<file path="src/rtl/text_console.sv">
// Character-stream console: turns an ASCII byte stream into video-memory writes
// over a COLS x ROWS text grid, with burst clears for new rows and form feed.
module text_console #(
    parameter int unsigned COLS  = 50,
    parameter int unsigned ROWS  = 30,
    parameter logic [7:0]  BLANK = 8'h20
) (
    input  logic        CLK_CPU,
    input  logic        reset,
    input  logic        char_valid,
    input  logic [7:0]  char_data,
    output logic        char_ready,
    output logic        video_write_enable,
    output logic [7:0]  video_write_data,
    output logic [10:0] video_write_addr,
    output logic [4:0]  cursor_row,
    output logic [5:0]  cursor_col
);
    localparam logic [10:0] COLS_W   = 11'(COLS);
    localparam logic [10:0] CELLS    = 11'(COLS * ROWS);
    localparam logic [5:0]  LAST_COL = 6'(COLS - 1);
    localparam logic [4:0]  LAST_ROW = 5'(ROWS - 1);

    typedef enum logic [1:0] {IDLE, CLR_ROW, CLR_ALL} state_e;

    state_e      state_q, state_d;
    logic [10:0] cnt_q, cnt_d;
    logic [4:0]  row_q, row_d;
    logic [5:0]  col_q, col_d;
    logic        we_q, we_d;
    logic [7:0]  wdata_q, wdata_d;
    logic [10:0] waddr_q, waddr_d;

    logic        accept;
    logic        printable;
    logic [4:0]  row_inc;
    logic [10:0] row_base;
    logic [10:0] next_base;
    logic [10:0] cur_addr;

    assign char_ready = (state_q == IDLE);
    assign accept     = char_valid && char_ready;
    assign printable  = (char_data >= 8'h20) && (char_data <= 8'h7E);
    assign row_inc    = (row_q == LAST_ROW) ? 5'd0 : row_q + 5'd1;
    assign row_base   = {6'd0, row_q} * COLS_W;
    assign next_base  = {6'd0, row_inc} * COLS_W;
    assign cur_addr   = row_base + {5'd0, col_q};

    // A clear burst issues one write per count, then spends one extra cycle with
    // the count at its terminal value before handing back to IDLE.
    always_comb begin
        state_d = state_q;
        cnt_d   = cnt_q;
        row_d   = row_q;
        col_d   = col_q;
        we_d    = 1'b0;
        wdata_d = wdata_q;
        waddr_d = waddr_q;
        case (state_q)
            IDLE: begin
                if (accept) begin
                    if (printable) begin
                        we_d    = 1'b1;
                        wdata_d = char_data;
                        waddr_d = cur_addr;
                        if (col_q < LAST_COL) begin
                            col_d = col_q + 6'd1;
                        end else begin
                            col_d   = 6'd0;
                            row_d   = row_inc;
                            cnt_d   = 11'd0;
                            state_d = CLR_ROW;
                        end
                    end else begin
                        case (char_data)
                            8'h0A: begin
                                // LF issues the first clear write on the accept edge
                                col_d   = 6'd0;
                                row_d   = row_inc;
                                we_d    = 1'b1;
                                wdata_d = BLANK;
                                waddr_d = next_base;
                                cnt_d   = 11'd1;
                                state_d = CLR_ROW;
                            end
                            8'h0D: col_d = 6'd0;
                            8'h08: begin
                                if (col_q != 6'd0) begin
                                    col_d   = col_q - 6'd1;
                                    we_d    = 1'b1;
                                    wdata_d = BLANK;
                                    waddr_d = cur_addr - 11'd1;
                                end
                            end
                            8'h0C: begin
                                we_d    = 1'b1;
                                wdata_d = BLANK;
                                waddr_d = 11'd0;
                                cnt_d   = 11'd1;
                                state_d = CLR_ALL;
                            end
                            default: ;
                        endcase
                    end
                end
            end
            CLR_ROW: begin
                if (cnt_q == COLS_W) begin
                    cnt_d   = 11'd0;
                    state_d = IDLE;
                end else begin
                    we_d    = 1'b1;
                    wdata_d = BLANK;
                    waddr_d = row_base + cnt_q;
                    cnt_d   = cnt_q + 11'd1;
                end
            end
            CLR_ALL: begin
                if (cnt_q == CELLS) begin
                    cnt_d   = 11'd0;
                    row_d   = 5'd0;
                    col_d   = 6'd0;
                    state_d = IDLE;
                end else begin
                    we_d    = 1'b1;
                    wdata_d = BLANK;
                    waddr_d = cnt_q;
                    cnt_d   = cnt_q + 11'd1;
                end
            end
            default: state_d = IDLE;
        endcase
    end

    // Reset parks in CLR_ALL so the whole screen is blanked after release.
    always_ff @(posedge CLK_CPU or negedge reset) begin
        if (!reset) begin
            state_q <= CLR_ALL;
            cnt_q   <= 11'd0;
            row_q   <= 5'd0;
            col_q   <= 6'd0;
            we_q    <= 1'b0;
            wdata_q <= 8'd0;
            waddr_q <= 11'd0;
        end else begin
            state_q <= state_d;
            cnt_q   <= cnt_d;
            row_q   <= row_d;
            col_q   <= col_d;
            we_q    <= we_d;
            wdata_q <= wdata_d;
            waddr_q <= waddr_d;
        end
    end

    assign video_write_enable = we_q;
    assign video_write_data   = wdata_q;
    assign video_write_addr   = waddr_q;
    assign cursor_row         = row_q;
    assign cursor_col         = col_q;

endmodule
</file>
<file path="config.mk">
export PLATFORM = sky130hd
export DESIGN_NAME = text_console
export DESIGN_NICKNAME = d
export VERILOG_FILES = /design/src/rtl/text_console.sv
export SDC_FILE = /design/constraint.sdc
export NUM_CORES = 1
export LEC_CHECK = 0
export CAP_MARGIN = 30
export CELL_PAD_IN_SITES_DETAIL_PLACEMENT = 1
export CELL_PAD_IN_SITES_GLOBAL_PLACEMENT = 1
export CORE_MARGIN = 3
export CORE_UTILIZATION = 44
export DETAILED_ROUTE_END_ITERATION = 8
export GPL_TIMING_DRIVEN = 0
export PLACE_DENSITY_LB_ADDON = 0.12
export SKIP_CTS_REPAIR_TIMING = 1
export SLEW_MARGIN = 20
export SYNTH_ARGS = -nofsm -noshare
export SYNTH_HDL_FRONTEND = slang
export SYNTH_SLANG_ARGS = --single-unit
</file>
<file path="constraint.sdc">
create_clock -name CLK_CPU -period 4.4 [get_ports CLK_CPU]
set_clock_uncertainty 0.15 [all_clocks]
set_input_delay 0.66 -clock CLK_CPU [delete_from_list [all_inputs] [get_ports CLK_CPU]]
set_output_delay 0.66 -clock CLK_CPU [all_outputs]
set_load 0.005 [all_outputs]
</file>
==> results.ini <==
[clock_tree]
cts_max_level = 2
cts_tree = yes
cts_root_buf = clkbuf_8
numCtsBuffers = 5
clkTransAtPathRegs_ps = 100
cts_sinks = 44
clock_path_buffers = 2
clock_latency_ps = 310

[power]
power_density_nw_per_um2 = 876
peakVddDrop_v = 0.000700
p_leak_nw = 2.41

[setup_path]
critPathCaptureType = flop
required_ps = 4460
max_stage_delay_ps = 400
cp-start-kind = flop
critical_path_class = reg2reg
slowest_stage = dfrtp_2
cp_cell_sequence = inv_1, ha_1, inv_1, ha_1, ha_1, inv_1, fa_2, xor2_2, inv_1, ha_1, or2_2, o31a_1, a41oi_2, xor2_2, a21o_1, a21oi_1, o41ai_2
reg2reg_setup_slack_ps = 220
arrival_ps = 4240
crit_fanout = 3

[place]
pre_cts_slack_ps = -586
gp_congestion = 0.899
port_buffers = 40
place_hpwl_mm = 12.1

[global_route]
grt_use_total_pct = 27.2
grt_pass1_vias = 4762
grt_max_degree = 25
grt.overflow.total = 0
grt_pass1_wl_mm = 25.0
grt_antenna_before_repair = 0

[outcome]
status = complete, no violations

[sta]
layout_setup_ws_ps = 220
setup_viol = 0
clock.fmax_mhz = 239
period_share_pct = 95.0
setup_tns_ps = 0
worstMarginPinSlew_ps = 886
finalCriticalPeriod_ps = 4180
hold_viol_final = 0
drv_slew = 0
slew_headroom_pct = 40.5

[die]
rows = 36
io_pins = 43
core_area_um2 = 9910
die_h_um = 108
dieArea_um2 = 11600
start_util_pct = 45.8
die_w_um = 108

[synthesis]
syn_avg_cell_area_um2 = 8.33
synth_seq_cells = 44
synth_area_um2 = 4540
synth_nets = 618
synth_warnings = 0
async_flop_share_pct = 100
ys_types = 74
yosysSeqAreaShare_pct = 24.3
synth_cells = 545
synth_edf_count = 0
synth_ff_type = dfrtp_1

[cells_and_area]
layout-drive-gt1-share_pct = 8.80
layout_common_cells = ha_1 (58), nand2_1 (53), o21ai_0 (44)
nets = 674
fillers = 1206
layout_commonest_cell = ha_1
diodes = 0
syn_to_final_growth_pct = 18.0

[drt]
postRouteWirelength_mm = 15.5
antenna_left = 0
avgViaCountPerCell = 6.26
vias = 4604
firstDrtPassIters = 5
drcViolationCount = 0
wl_per_cell_um = 21.1
drt_iter0_drc = 254

[hold_path]
hold_class = in2async

[flow_run]
cap_violations = 0

## cells in the mapped netlist (all sizes together) (3+ instances only)
library cell  number  area [µm²]
ha                58         726
nand2             53         199
o21ai             47         239
dfrtp             43        1080
nor2              38         161
inv               32         120
a21oi             31         155
nand3             26         130
clkbuf            15        56.3
xor2              15         131
nor3              12        60.1
a221oi             9        78.8
and3               9        56.3
o31ai              9        67.6
xnor2              9        78.8
o41ai              8        92.6
a31oi              7        43.8
or3                7        43.8
a21o               6        45.0
nand2b             6        37.5
nor2b              6        37.5
or2                6        37.5
a2111oi            5        51.3
a211oi             5        42.5
and2               5        31.3
mux2               5        56.3
o211ai             5        37.5
a22o               4        35.0
fa                 4        80.1
nand3b             4        30.0
o21a               4        30.0
or4                4        33.8
buf                3        26.3
mux2i              3        30.0
o2bb2ai            3        26.3
or4b               3        33.8
## final timing paths
check,from,endpoint,cells past startpoint
setup reg to reg,cursor_row[1]$_DFFE_PN0P_,video_write_addr[10]$_DFFE_PN0P_,17
min in group CLK_CPU,video_write_data[4]$_DFFE_PN0P_,video_write_data[4]$_DFFE_PN0P_,2
hold / removal,reset,cursor_row[4]$_DFFE_PN0P_,1
max in group asynchronous,reset,cnt_q[2]$_DFFE_PN0P_,2
hold reg to reg,video_write_data[4]$_DFFE_PN0P_,video_write_data[4]$_DFFE_PN0P_,2
setup / recovery,cursor_row[1]$_DFFE_PN0P_,video_write_addr[10]$_DFFE_PN0P_,17
## worst max-delay path: cells and delay by family (launching register included)
family	cells	cell delay [ps]
AND/OR/NAND/NOR	1	300
adder cells (fa/ha/maj)	5	1440
flip-flops	1	400
AO/OA/AOI/OAI	5	980
XOR/XNOR	2	480
buffers and inverters	4	320
## flip-flops by register name, indices dropped and copies added, names as in the netlist
name,cells
cnt_q,11
cursor_col,6
cursor_row,5
state_q,2
video_write_data,8
video_write_enable,1
video_write_addr,11
## area by class of cell
cell class | instances | area, µm² | share of cell area (%)
inverter | 32 | 120 | 2.24
sequential | 44 | 1100 | 20.6
tap | 133 | 166 | 3.11
clock inverter | 2 | 38.8 | 0.724
multi-input combinational | 451 | 3280 | 61.2
clock buffer | 6 | 82.6 | 1.54
buffer | 18 | 82.6 | 1.54
timing repair buffer | 49 | 480 | 8.97
## routing by layer
| layer | vias up | global-route usage (%) | wire length, µm | part of all wire, % |
|---|---|---|---|---|
| met4 | 0 | 9.56 | 430 | 2.8 |
| met5 | - | 0 | 0 | 0 |
| met3 | 32 | 3.90 | 922 | 6.0 |
| met1 | 2275 | 35.0 | 6680 | 43 |
| met2 | 158 | 46.2 | 7450 | 48 |
| li1 | 2139 | - | - | - |
## report_power, final
part,internal (W),switching (W),leakage [nW]
Clock,0.000186,0.000167,0.0614
Sequential,0.000536,0.000177,0.569
Combinational,0.00151,0.00211,1.78
Total,0.00224,0.00245,2.41
## stage by stage
step                utilization, %  area [µm²]  power (W)  std cells  hold slack, ps
finish                        54.0        5360    0.00469        735             208
global placement              51.5        5100    0.00395        718             303
global route                  54.0        5360    0.00513        735             256
detailed placement            51.7        5130    0.00413        719             324
CTS                           53.0        5250    0.00451        727             226
floorplan                        -        4540    0.00303        545             214
## kinds of logic (layout without fill, tap and decap cells)
logic type | count (synthesis) | in the layout | share of synthesized area, %
buffers and inverters | 50 | 107 | 4.47
multiplexers | 8 | 8 | 1.90
XOR/XNOR | 24 | 24 | 4.63
adder cells (fa/ha/maj) | 62 | 62 | 17.8
AO/OA/AOI/OAI | 164 | 164 | 24.8
flip-flops | 44 | 44 | 24.3
AND/OR/NAND/NOR | 193 | 193 | 22.1
Note: power is estimated with default switching activity, not from simulation.
